$ cat config.mk
export PLATFORM = sky130hd
export DESIGN_NAME = address_counter
export DESIGN_NICKNAME = d
export VERILOG_FILES = /design/src/rtl/addr_counter_pkg.sv /design/src/rtl/mod_counter.sv /design/src/rtl/address_counter.sv
export SDC_FILE = /design/constraint.sdc
export NUM_CORES = 1
export LEC_CHECK = 0
export CAP_MARGIN = 30
export CORE_UTILIZATION = 46
export DETAILED_ROUTE_END_ITERATION = 8
export PLACE_DENSITY = 0.76
export SYNTH_ARGS = -nofsm -noshare
export SYNTH_HDL_FRONTEND = slang
export SYNTH_SLANG_ARGS = --single-unit
$ cat constraint.sdc
create_clock -name clk -period 1.9 [get_ports clk]
set_clock_uncertainty 0.15 [all_clocks]
set_input_delay 0.19 -clock clk [delete_from_list [all_inputs] [get_ports clk]]
set_output_delay 0.19 -clock clk [all_outputs]
set_load 0.005 [all_outputs]
$ cat src/rtl/addr_counter_pkg.sv
// Shared constants, types and helpers for the modulo-N address counter.
package addr_counter_pkg;

  localparam int ADDR_WIDTH_DEF = 16;
  localparam int DEPTH_DEF      = 10000;

  typedef logic [ADDR_WIDTH_DEF-1:0] addr_t;

  // Last legal count for a modulus; computed wide so 2**W moduli cannot overflow.
  function automatic longint tc_value(input longint modulus);
    return modulus - 64'sd1;
  endfunction

endpackage

$ cat src/rtl/mod_counter.sv
// Generic modulo-N up-counter with a terminal-count flag.
module mod_counter
  import addr_counter_pkg::*;
#(
  parameter int WIDTH   = ADDR_WIDTH_DEF,
  parameter int MODULUS = DEPTH_DEF
) (
  input  logic             clk,
  input  logic             rst_n,
  output logic [WIDTH-1:0] cnt,
  output logic             tc
);

  localparam logic [WIDTH-1:0] TC_VAL = WIDTH'(tc_value(longint'(MODULUS)));

  logic [WIDTH-1:0] cnt_d, cnt_q;

  // Next count: wrap at the terminal value; anything beyond it (only reachable
  // by forcing) also loads 0 so the counter self-recovers.
  always_comb begin
    cnt_d = cnt_q + WIDTH'(1);
    if (cnt_q >= TC_VAL) cnt_d = '0;
  end

  // Count register; reset clears it immediately and wins over the clock.
  always_ff @(posedge clk or negedge rst_n) begin
    if (!rst_n) cnt_q <= '0;
    else        cnt_q <= cnt_d;
  end

  assign cnt = cnt_q;
  assign tc  = (cnt_q == TC_VAL);

endmodule

$ cat src/rtl/address_counter.sv
// Free-running address generator: 0 .. DEPTH-1, then back to 0, one step per clock.
module address_counter
  import addr_counter_pkg::*;
#(
  parameter int ADDR_WIDTH = ADDR_WIDTH_DEF,
  parameter int DEPTH      = DEPTH_DEF
) (
  input  logic                  clk,
  input  logic                  reset,
  output logic [ADDR_WIDTH-1:0] address
);

  // Reject moduli that cannot be represented or make no sense.
  if (DEPTH < 1 || longint'(DEPTH) > (64'sd1 <<< ADDR_WIDTH)) begin : g_bad_depth
    $error("address_counter: DEPTH must satisfy 1 <= DEPTH <= 2**ADDR_WIDTH");
  end

  logic tc;

  mod_counter #(
    .WIDTH   (ADDR_WIDTH),
    .MODULUS (DEPTH)
  ) u_cnt (
    .clk   (clk),
    .rst_n (reset),
    .cnt   (address),
    .tc    (tc)
  );

  // Address never leaves the legal range.
  a_range: assert property (@(posedge clk) longint'(address) < longint'(DEPTH));

  // Held at 0 while reset is low.
  a_rst: assert property (@(posedge clk) !reset |-> address == '0);

  // Every edge out of reset either increments by one or wraps from the terminal value.
  a_step: assert property (@(posedge clk) disable iff (!reset)
    $past(reset) |-> address == ($past(tc) ? '0 : $past(address) + ADDR_WIDTH'(1)));

endmodule

==> impl_metrics.tcl, run 1 <==
set metrics [dict create \
    num_antenna_cells 0 \
    syn_inst 69 \
    synth.ff_latch_count 16 \
    grt.overflow.total 0 \
    cap_violations 0 \
    start_kind "register" \
    setup_violations 0 \
    hpwl_um 976.5 \
    drc_errors 0 \
    yosysMostFrequentCell "nor2_1" \
    place_congestion 0.8014 \
    yosys-top-cells-area "dfrtp_1 56%, xnor2_1 12%, nor2_1 9.0%" \
    syn_area_per_cell_um2 10.30 \
    clock-sinks 16 \
    vias 546 \
    worstPathRequired_ps 1960 \
    rsz0062_at_grt "no" \
    antenna_found_initial 0 \
    finalMaxSlewViolations 0 \
    drive_above_1_share_pct 7.692 \
    ir_drop_v 0.0004970 \
    cts_buffers 3 \
    path_max_fanout 10 \
    viasPerCell 5.151 \
    ios 18 \
    ant_nets 0 \
    drt_iter0_markers 13 \
    post_drt_wl_per_cell_um 12.81 \
    status "completed" \
    cp_num_buf_inv 1 \
    p_leak_nw 0.3680 \
    postCtsSetupBuffers 0 \
    largest_reg_flops 16 \
    final_nets 96 \
    yosysSeqAreaShare_pct 56.34 \
    critPathMaxStageDelay_ps 420 \
    drtPass1Iterations 4 \
    async_flop_share_pct 100.0 \
    worst_setup_path_end_kind "register" \
    grt_pass1_wl_um 2214 \
    netlist.top_cell.by_area "dfrtp_1" \
    yosys_most_used_dff "dfrtp_1" \
    grt_max_degree 17 \
    grt_pass1_vias 517 \
    fin_util_pct 68.04 \
    htreeDepth 1 \
    die_area_um2 1706 \
    start_util_pct 52.01 \
    chipWidth_um 41.31 \
    fp.coreArea_um2 1366 \
    synth-edff-count 0 \
    ys_types 17 \
    fin_crit_sh_pct 91.93 \
    ctsResizeCount 0 \
    cts-root-buf "clkbuf_4" \
    yosys_warnings 0 \
    ys_top_cells_by_count "17 x nor2_1, 16 x dfrtp_1, 10 x xnor2_1" \
    arrival_ps 1810 \
    portBuffers 17 \
    finalSetupTns_ps 0 \
    insertion_delay_ps 280 \
    finalCriticalPeriod_ps 1747 \
    cp_top_family "flip-flops" \
    cts_buffer_depth 2 \
    critPathSlowestCell "dfrtp_1" \
    clkTransAtPathRegs_ps 80 \
    worst_slack_ps 153.3 \
    rows 13 \
    grtUsageTotal_pct 20.95 \
    path_class "register to register" \
    synth_area_um2 710.7 \
    power.density_nw_per_um2 617.7 \
    yosysTopAreaCellShare_pct 56.34 \
    crit_path_cell_trace "ha_1 > nand3_1 > a21oi_1 > o32a_2 > buf_4 > nor2_1" \
    hold_slack_ps 72.84 \
    nFillCells 107 \
    syn_to_final_growth_pct 30.81 \
    hold_viol 0 \
    place_area_um2 907.1 \
    cts-hold-fix-buffers 0 \
    final_area_um2 929.6 \
    hp-class "input pin to async pin" \
    routed_wl_um 1358 \
    fp.dieH_um 41.31 \
    place_ws_ps 160.7 \
    cts_tree "yes" \
    fmax_mhz 572.5 \
]
-- stage by stage --
stage               total power, mW  instances
global route                 0.5978        106
floorplan                    0.3820         70
detailed placement           0.4113        103
global placement             0.4102        103
finish                       0.5742        106
CTS                          0.5798        106
-- cells in the final DEF, fill, tap and decap left out --
cell	netlist	routed
o32a_2	1	1
nand4_1	3	3
clkbuf_4	0	3
xnor2_1	10	10
clkdlybuf4s50_1	0	17
buf_4	0	2
a21oi_1	2	2
inv_1	2	2
xor2_1	1	1
ha_1	1	1
nand2_1	2	2
or4_1	1	1
dfrtp_1	16	16
and2b_2	1	1
conb_1	1	2
nor2_1	17	17
nor4_1	1	1
nor3_1	5	5
nand3_1	4	4
-- final timing paths --
check,startpoint,to,slack (ps),depth (start not counted)
worst min-delay path,reset,u_cnt.cnt[8],70,2
max in group asynchronous,reset,u_cnt.cnt[1],1340,2
worst min register to register,u_cnt.cnt[0],u_cnt.cnt[0],360,1
worst max register to register,u_cnt.cnt[0],u_cnt.cnt[6],150,6
min in group clk,u_cnt.cnt[0],u_cnt.cnt[0],360,1
worst max-delay path,u_cnt.cnt[0],u_cnt.cnt[6],150,6
-- routing by layer --
layer  GRT usage (%)  routed length, µm  vias to the layer above
met5               0                  0                        -
met4           12.10                 10                        0
met3           4.787                 86                        2
met2           32.81                651                       19
met1           26.46                609                      251
li1                -                  -                      274
-- power by group --
group | switching, mW | leakage (nW) | total [mW] | internal [mW]
sequential | 0.00839 | 0.217 | 0.357 | 0.348
clock | 0.0968 | 0.0138 | 0.170 | 0.0736
combinational | 0.0214 | 0.137 | 0.0473 | 0.0259
total | 0.127 | 0.368 | 0.574 | 0.448
-- final cells by class --
cell class	count	area [µm²]	area share, %
Tap cell	15	18.77	2.019
Inverter	2	7.507	0.8075
Sequential cell	16	400.4	43.07
Timing Repair Buffer	19	185.2	19.92
Multi-Input combinational cell	51	295.3	31.76
Clock buffer	3	22.52	2.423
-- kinds of logic (layout without fill, tap and decap cells) --
group / count (synthesis) / in the layout / synth area share [%]
AOI/OAI and AO/OA: 3 / 3 / 2.993
and+or+nand+nor: 34 / 34 / 22.18
other: 1 / 2 / 0.5277
DFF: 16 / 16 / 56.34
buffers and inverters: 3 / 24 / 2.641
adders and majority gates: 1 / 1 / 1.760
xor gates and xnor gates: 11 / 11 / 13.56
Note: power is estimated with default switching activity, not from simulation.
==> run 2, diff against run 1 <==
Settings changed: GPL_ROUTABILITY_DRIVEN from default to 1.
==> results of run 2 <==
No change in the layout: final DEF, timing and power equal those of run 1.
